File: config.mk
export PLATFORM = sky130hd
export DESIGN_NAME = freq_accum
export DESIGN_NICKNAME = d
export VERILOG_FILES = /design/src/rtl/freq_pkg.sv /design/src/rtl/seen_bitmap.sv /design/src/rtl/freq_accum.sv
export SDC_FILE = /design/constraint.sdc
export NUM_CORES = 1
export LEC_CHECK = 0
export CORE_AREA = 3 3 119 167
export DETAILED_ROUTE_END_ITERATION = 10
export DIE_AREA = 0 0 122 170
export GPL_TIMING_DRIVEN = 0
export PLACE_DENSITY = 0.8
export SKIP_LAST_GASP = 1
export SLEW_MARGIN = 20
export SYNTH_ARGS = -nofsm -noshare
export SYNTH_HDL_FRONTEND = slang
export SYNTH_SLANG_ARGS = --single-unit
File: constraint.sdc
create_clock -name clk -period 6.3 [get_ports clk]
set_input_delay 0.945 -clock clk [delete_from_list [all_inputs] [get_ports clk]]
set_output_delay 0.945 -clock clk [all_outputs]
set_load 0.05 [all_outputs]
File: src/rtl/freq_pkg.sv
`default_nettype none
// ============================================================================
//  Module      : freq_pkg
//  Description : Shared types and constants for the frequency accumulator:
//                the controller state encoding and the operating-mode codes.
//  Revision    : 1.0 - initial release
// ============================================================================
package freq_pkg;

  // Controller states, explicitly 3 bits wide
  typedef enum logic [2:0] {
    ST_IDLE  = 3'd0,
    ST_CLEAR = 3'd1,
    ST_RUN   = 3'd2,
    ST_DONE  = 3'd3,
    ST_ERROR = 3'd4
  } state_t;

  // Operating modes selected by the MODE parameter of freq_accum
  localparam int MODE_SUM    = 0;  // one pass over the ROM, report the total
  localparam int MODE_REPEAT = 1;  // loop over the ROM until a running sum repeats

endpackage : freq_pkg
`default_nettype wire

File: src/rtl/seen_bitmap.sv
`default_nettype none
// ============================================================================
//  Module      : seen_bitmap
//  Description : 2^AW x 1 bit memory recording which running sums have been
//                observed. Combinational test port, synchronous write port
//                used both to clear entries and to mark new sums.
//  Revision    : 1.0 - initial release
// ============================================================================
module seen_bitmap #(
  parameter int AW = 18
) (
  input  logic          clk,
  input  logic [AW-1:0] test_addr,
  output logic          test_hit,
  input  logic          wr_en,
  input  logic [AW-1:0] wr_addr,
  input  logic          wr_val
);

  // No reset: the owner sweeps every entry before the bitmap is consulted
  logic r_mem [0:(1<<AW)-1];

  assign test_hit = r_mem[test_addr];

  // Single write port: clear sweep or mark-as-seen
  always_ff @(posedge clk) begin
    if (wr_en) begin
      r_mem[wr_addr] <= wr_val;
    end
  end

endmodule : seen_bitmap
`default_nettype wire

File: src/rtl/freq_accum.sv
`default_nettype none
// ============================================================================
//  Module      : freq_accum
//  Description : Streams signed words from an external combinational ROM and
//                accumulates them. MODE_SUM reports the total of one pass;
//                MODE_REPEAT cycles through the ROM and reports the first
//                running sum that occurs twice, tracked in a seen-bitmap.
//  Revision    : 1.0 - initial release
// ============================================================================
module freq_accum
  import freq_pkg::*;
#(
  parameter int DATA_W     = 64,
  parameter int ADDR_W     = 16,
  parameter int N_ENTRIES  = 973,
  parameter int MODE       = 0,
  parameter int SEEN_AW    = 18,
  parameter int MAX_PASSES = 1024
) (
  input  logic                     clk,
  input  logic                     rst,
  input  logic                     start,
  output logic [ADDR_W-1:0]        rom_addr,
  input  logic signed [DATA_W-1:0] rom_data,
  output logic signed [DATA_W-1:0] result,
  output logic                     busy,
  output logic                     done,
  output logic                     err
);

  // Pass counter must be able to hold MAX_PASSES itself for the limit compare
  localparam int PASS_W = $clog2(MAX_PASSES + 1);
  // Range check is done one bit wider than both the data and bitmap domains
  localparam int EXT_W  = ((DATA_W > SEEN_AW) ? DATA_W : SEEN_AW) + 1;

  localparam logic [ADDR_W-1:0] c_LAST_IDX    = ADDR_W'(N_ENTRIES - 1);
  localparam logic [EXT_W-1:0]  c_SEEN_OFFSET = EXT_W'(1) << (SEEN_AW - 1);
  localparam logic [PASS_W-1:0] c_PASS_LIMIT  = PASS_W'(MAX_PASSES);
  localparam bit                c_REPEAT      = (MODE == MODE_REPEAT);

  state_t                     r_state;
  state_t                     w_state_next;
  logic signed [DATA_W-1:0]   r_sum;
  logic signed [DATA_W-1:0]   r_result;
  logic signed [DATA_W-1:0]   w_new;
  logic [ADDR_W-1:0]          r_idx;
  logic [PASS_W-1:0]          r_pass;
  logic [PASS_W-1:0]          w_pass_next;
  logic [SEEN_AW:0]           r_clr;      // MSB set => sweep finished
  logic [EXT_W-1:0]           w_new_ext;
  logic [EXT_W-1:0]           w_off;
  logic [SEEN_AW-1:0]         w_seen_addr;
  logic                       w_in_range;
  logic                       w_seen_hit;
  logic                       w_last;
  logic                       w_pass_limit;
  logic                       w_clr_done;
  logic                       w_bm_we;
  logic [SEEN_AW-1:0]         w_bm_addr;
  logic                       w_bm_val;

  // Candidate sum, wrapping naturally at DATA_W
  assign w_new       = r_sum + rom_data;

  // Bias the sum so the covered signed range maps onto bitmap index 0..2^AW-1;
  // any bit set above the bitmap index means the sum falls outside the range
  assign w_new_ext   = {{(EXT_W-DATA_W){w_new[DATA_W-1]}}, w_new};
  assign w_off       = w_new_ext + c_SEEN_OFFSET;
  assign w_seen_addr = w_off[SEEN_AW-1:0];
  assign w_in_range  = (w_off[EXT_W-1:SEEN_AW] == '0);

  assign w_last       = (r_idx == c_LAST_IDX);
  assign w_pass_next  = r_pass + PASS_W'(1);
  assign w_pass_limit = w_last && (w_pass_next == c_PASS_LIMIT);
  assign w_clr_done   = r_clr[SEEN_AW];

  assign rom_addr = r_idx;
  assign result   = r_result;

  seen_bitmap #(
    .AW (SEEN_AW)
  ) u_seen (
    .clk       (clk),
    .test_addr (w_seen_addr),
    .test_hit  (w_seen_hit),
    .wr_en     (w_bm_we),
    .wr_addr   (w_bm_addr),
    .wr_val    (w_bm_val)
  );

  // State register
  always_ff @(posedge clk or posedge rst) begin
    if (rst) begin
      r_state <= ST_IDLE;
    end else begin
      r_state <= w_state_next;
    end
  end

  // Next-state logic; in repeat mode a range error beats everything, and a
  // repeated sum beats the pass limit when both land on the same cycle
  always_comb begin
    w_state_next = r_state;
    case (r_state)
      ST_IDLE, ST_DONE, ST_ERROR: begin
        if (start) begin
          w_state_next = c_REPEAT ? ST_CLEAR : ST_RUN;
        end
      end
      ST_CLEAR: begin
        if (w_clr_done) begin
          w_state_next = ST_RUN;
        end
      end
      ST_RUN: begin
        if (c_REPEAT) begin
          if (!w_in_range) begin
            w_state_next = ST_ERROR;
          end else if (w_seen_hit) begin
            w_state_next = ST_DONE;
          end else if (w_pass_limit) begin
            w_state_next = ST_ERROR;
          end
        end else if (w_last) begin
          w_state_next = ST_DONE;
        end
      end
      default: w_state_next = ST_IDLE;
    endcase
  end

  // Status outputs and bitmap write port, decoded from the current state
  always_comb begin
    busy      = 1'b0;
    done      = 1'b0;
    err       = 1'b0;
    w_bm_we   = 1'b0;
    w_bm_addr = w_seen_addr;
    w_bm_val  = 1'b1;
    case (r_state)
      ST_CLEAR: begin
        busy    = 1'b1;
        w_bm_we = 1'b1;
        if (w_clr_done) begin
          // Sweep finished: the starting sum of zero counts as already seen
          w_bm_addr = c_SEEN_OFFSET[SEEN_AW-1:0];
          w_bm_val  = 1'b1;
        end else begin
          w_bm_addr = r_clr[SEEN_AW-1:0];
          w_bm_val  = 1'b0;
        end
      end
      ST_RUN: begin
        busy    = 1'b1;
        w_bm_we = c_REPEAT && w_in_range && !w_seen_hit;
      end
      ST_DONE:  done = 1'b1;
      ST_ERROR: err  = 1'b1;
      default: ;
    endcase
  end

  // Datapath: sum, ROM index, pass count, clear sweep pointer and result
  always_ff @(posedge clk or posedge rst) begin
    if (rst) begin
      r_sum    <= '0;
      r_result <= '0;
      r_idx    <= '0;
      r_pass   <= '0;
      r_clr    <= '0;
    end else begin
      case (r_state)
        ST_IDLE, ST_DONE, ST_ERROR: begin
          if (start) begin
            r_sum  <= '0;
            r_idx  <= '0;
            r_pass <= '0;
            r_clr  <= '0;
          end
        end
        ST_CLEAR: begin
          if (!w_clr_done) begin
            r_clr <= r_clr + (SEEN_AW+1)'(1);
          end
        end
        ST_RUN: begin
          r_sum <= w_new;
          // Capture the sum on whichever cycle ends the run (done or error)
          if (w_state_next != ST_RUN) begin
            r_result <= w_new;
          end
          if (w_last) begin
            r_idx  <= '0;
            r_pass <= w_pass_next;
          end else begin
            r_idx  <= r_idx + ADDR_W'(1);
          end
        end
        default: ;
      endcase
    end
  end

endmodule : freq_accum
`default_nettype wire
==> results of run 1 <==
## layout by cell type, fill, tap and decap left out, types with 4 or more instances in the layout
cell type	n
nand2b_1	10
nor3_1	11
o31ai_1	8
a21oi_1	85
nand2_1	177
xnor2_1	39
dfrtp_1	166
nor2_1	60
nand4_1	22
and2_1	5
a21boi_0	6
or3_1	9
nor4_1	4
and3_1	14
clkdlybuf4s50_1	149
mux2_2	5
o21a_1	8
a22o_1	15
ha_1	66
inv_1	24
xor2_1	31
clkbuf_1	56
a221o_1	4
o21ai_0	159
a21o_1	37
o21bai_1	13
o21ai_1	7
nand3_1	65
clkinv_2	5
clkbuf_16	17
a31oi_1	10
## where the power goes
group          internal, uW  switching, uW
clock                   560            434
sequential             1340            181
combinational          1170           1800
total                  3070           2410
## worst max-delay path, stage by stage
cell	delay [ns]
clkdlybuf4s50_1	0.46
ha_1	0.18
inv_1	0.06
fa_1	0.40
nand2b_1	0.19
a211oi_2	0.26
o21ai_2	0.16
o21bai_2	0.23
a41oi_2	0.21
and3_1	0.22
o21ai_2	0.34
a21bo_4	0.21
a21oi_2	0.08
o41ai_2	0.39
xor2_1	0.14
mux2_2	0.28
## cells by family (layout without fill, tap and decap cells)
kind of cell / after synthesis / count (layout) / synth area share, %
flops: 166 / 166 / 40.8
compound gates: 384 / 384 / 23.4
simple gates: 394 / 394 / 17.8
xor+xnor: 71 / 71 / 6.24
fa+ha+maj: 67 / 67 / 8.31
mux: 5 / 5 / 0.553
buf+inv: 80 / 261 / 2.97
## per-layer routing
layer,track usage [%],part of all wire (%),vias up
met1,34.2,41,4555
met5,0,0.031,-
met2,49.6,50,344
met4,13.2,4.2,2
li1,-,-,4521
met3,5.02,5.7,83
## flip-flops by register name (all words and copies together), names as in the netlist
name / count
r_state: 3
rom_addr: 16
r_sum: 64
result: 64
r_clr: 19
## metrics by stage
step                      area [sq um]  power [uW]
after floorplan                  10200        3720
final                            12600        5490
after global placement           12000        4370
after CTS                        12600        5460
after detailed placement         12000        4440
after global routing             12600        5890
## cell type report
class / count / area share (%)
clock buffers: 22 / 3.70
plain buffers: 55 / 1.66
inverters: 25 / 0.807
repair buffers: 150 / 12.1
well taps: 244 / 2.43
flip-flops and latches: 166 / 33.1
multi-input cells: 921 / 45.6
clock inverters: 9 / 0.628
## how the worst max path moves through the flow
stage	to	slack, ns	depth (start not counted)
floorplan	r_clr[0]	0.86	1
global route	result[60]	1.67	16
finish	result[60]	1.85	16
global placement	result[35]	-1.40	2
detailed placement	result[60]	1.46	16
CTS	result[60]	1.89	16
==> metrics, run 1 <==
outcome=complete, no violations; Final #Nets=1,470; Crit Path Category=input port to flop; diode count=0; GRT overflow=0; crit path from=rom_data[0]; final std cells w/o fill=1,592; Max H-tree Level=4; number of core rows=59; RSZ-0062 raised after global routing=false; top cells by count, synth=177 x nand2_1, 166 x dfrtp_1, 159 x o21ai_0, 85 x a21oi_1, 66 x ha_1; worst r2r src=r_sum[0]; final worst-path cycle share=70.7%; Cell Pwr Density=437 nW/um^2; hold_sp=result[21]; critical path arrival=4.77 ns; I/O pins=150; post-route ant nets=0; P_leak=0.00546 uW; Iter 0 DRT Violations=724; crit path capture type=flop; Seq/Total Area, Yosys=40.8%; DR pass1 iterations=7; final worst slack=1.85 ns; P&R area growth vs syn=23.3%; Resize count post-CTS=0; CTS tree=yes; r2r setup slk=2.48 ns; top cell type's share of synthesized area=40.8%; ys async rst share=100%; Yosys top cell by area=dfrtp_1; initial core utilization=54.9%; VDD IR max=273 uV; Tightest Pin Transition=0.854 ns; number of synthesized register bits=166; gpl congestion=0.926; DR vias=9,505; max cap viols=0; Routed WL=28.8 mm; Tmin final=4.45 ns; final setup violation count=0; GRT Overall Usage=28.5%; layout cells sized above 1=4.38%; worst r2r path cells=15; Slew Limit Headroom=43.1%; clock insertion delay at the later pin of the skew report=0.43 ns; syn_area_per_cell=8.72 sq um; Die X=122 microns; hold endpoint=result[21]; Max Root-Sink Buffers=2; Top FF cell, synth=dfrtp_1; Hold Crit Class=flop to flop; DRC=0; area of the multi-input gates=5720 sq um; post-DP HPWL=21.6 mm; global-route wire length before repair=47.1 mm; number of buffers added on ports=149; ranking of synthesized cells by area=dfrtp_1 41%, ha_1 8.1%, o21ai_0 7.8%, nand2_1 6.5%, a21oi_1 4.2%; initial antenna violation count=1; fmax=225 MHz; crit path max fanout=4; setup TNS=0 ns; CP Data Required Time=6.61 ns; Gate Count Post-Synth=1,167; fillers=1,532; root buf cell=clkbuf_16; final core utilization=67.8%; YS warnings=0; Fin Hold WS=0.474 ns; reg2reg end=result[60]; pins over their slew limit=0; Cell variety after synth=64; CTS Sinks=166; largest net degree at the start of global routing=88; WL/cell=18.1 microns; Chip Height=170 microns; Avg Vias per Cell=5.97; most common cell in the netlist=nand2_1; Inst Count DP=1,561; hold path depth=2; vias in the first global route=9,519; Worst Clk Skew=0.00607 ns; TritonCTS Buffers=17; core area=18,500 sq um; Post-CTS Setup Bufs=0; CP Launch Type=input port; Reg clk slew, reported paths=0.06 ns; Synthesized Nets=1,301; Hold Vio Cnt, Final=0; Die ar.=20,700 sq um; post-synth design cell area=10,200 sq um; DP Worst Slack=1.46 ns; hold_buf cts=0; EDFF count, synth=0; register area=4150 sq um
(Power assumes the default switching activity.)
==> run 2, diff against run 1 <==
==> constraint.sdc (replaced) <==
create_clock -name clk -period 4.6 [get_ports clk]
set_input_delay 0.69 -clock clk [delete_from_list [all_inputs] [get_ports clk]]
set_output_delay 0.69 -clock clk [all_outputs]
set_load 0.05 [all_outputs]
==> run 2 against run 1 <==
Compared with the run above: cell count grew 0.13%; design area grew 1.2%; flip-flop and latch count is the same; sequential power grew 37%; critical path depth is the same; first-iteration DRC count grew 2.2%.
==> metrics, run 2 (synthesis results as in run 1) <==
RSZ-0062 raised after global routing=false; P&R area growth vs syn=24.8%; I/O pins=150; Worst Clk Skew=0.00796 ns; crit path capture type=flop; final core utilization=68.6%; Tightest Pin Transition=0.843 ns; global-route wire length before repair=46.4 mm; number of core rows=59; worst r2r src=r_sum[0]; Tmin final=4.26 ns; DR pass1 iterations=5; Inst Count DP=1,565; CTS Sinks=166; register area=4150 sq um; post-DP HPWL=21.9 mm; post-route ant nets=0; TritonCTS Buffers=17; Chip Height=170 microns; final worst-path cycle share=92.5%; final std cells w/o fill=1,594; leading cell type in the layout, fill and taps excluded=nand2_1; final setup violation count=0; root buf cell=clkbuf_16; Max Root-Sink Buffers=2; Max H-tree Level=4; area of the multi-input gates=5720 sq um; crit path max fanout=4; gpl congestion=0.911; GRT overflow=0; DR vias=9,437; overall power=7650 uW; Resize count post-CTS=0; fmax=235 MHz; critical path arrival=4.57 ns; CP Data Required Time=4.91 ns; largest net degree at the start of global routing=35; DRC=0; Routed WL=28.5 mm; hold_sp=result[62]; r2r setup slk=0.73 ns; initial antenna violation count=1; Hold Vio Cnt, Final=0; Final Cell Area=12,700 sq um; GRT Overall Usage=28.0%; number of buffers added on ports=149; Iter 0 DRT Violations=740; Die ar.=20,700 sq um; crit path from=rom_data[0]; WL/cell=17.9 microns; clock insertion delay at the later pin of the skew report=0.43 ns; initial core utilization=54.9%; VDD IR max=352 uV; reg2reg end=result[60]; pins over their slew limit=0; hold_buf cts=0; hold endpoint=result[62]; hold path depth=2; diode count=0; Avg Vias per Cell=5.92; Post-DP Area=12,100 sq um; Post-CTS Setup Bufs=0; Slew Limit Headroom=43.8%; max cap viols=0; Die X=122 microns; fillers=1,489; Hold Crit Class=flop to flop; setup TNS=0 ns; P_leak=0.00552 uW; layout cells sized above 1=4.59%; commonest non-fill, non-tap cells in the layout=177 x nand2_1, 166 x dfrtp_1, 159 x o21ai_0; Cell Pwr Density=603 nW/um^2; CTS tree=yes; outcome=complete, no violations; vias in the first global route=9,586; worst r2r path cells=15; CP Launch Type=input port; Crit Path Category=input port to flop; core area=18,500 sq um; Reg clk slew, reported paths=0.06 ns; Final #Nets=1,474
[run 2: changes by cell type in the layout (fill, tap and decap cells not counted), sizes merged]
cell,before,now
clkinv,6,4
bufinv,1,5
buf,3,7
clkbuf,75,72
inv,25,24
[run 2: area by class of cell]
type	instances	share of cell area, %
Buffer	55	1.64
Clock inverter	10	1.43
Inverter	25	0.768
Sequential cell	166	32.7
Timing Repair Buffer	154	12.6
Tap cell	244	2.40
Multi-Input combinational cell	921	45.1
Clock buffer	19	3.41
[run 2: power by group]
group	switching [uW]	internal (uW)
Sequential	244	1840
Combinational	2440	1610
Clock	574	952
[run 2: stage by stage]
stage | hold slack, ns | setup WS [ns]
finish | 0.471 | 0.344
global route | 0.503 | 0.219
CTS | 0.476 | 0.397
detailed placement | 0.466 | -0.0213
global placement | 0.453 | 0.0436
floorplan | 0.449 | 1.02
[run 2: metal layers]
metal / vias to the layer above / part of all wire (%) / track usage, %
li1: 4519 / - / -
met1: 4494 / 41 / 33.7
met2: 344 / 49 / 48.6
met3: 78 / 5.8 / 5.12
met4: 2 / 4.0 / 12.5
met5: - / 0.063 / 0
[run 2: critical path, stage by stage]
cell	delay, ns
clkdlybuf4s50_1	0.46
ha_1	0.19
inv_1	0.06
fa_1	0.39
nand2b_1	0.20
a211oi_2	0.29
o21ai_2	0.17
o21bai_2	0.22
a41oi_2	0.21
and3_1	0.25
o21ai_2	0.32
a21bo_4	0.20
a21oi_2	0.08
o41ai_2	0.40
xor2_1	0.14
mux2_2	0.28
[run 2: how the worst max path moves through the flow]
| stage | to | slack [ns] | cells past startpoint |
|---|---|---|---|
| floorplan | r_sum[58] | 1.02 | 14 |
| global placement | result[60] | 0.04 | 16 |
| detailed placement | result[60] | -0.02 | 16 |
| CTS | result[60] | 0.40 | 16 |
| global route | result[60] | 0.22 | 16 |
| finish | result[60] | 0.34 | 16 |
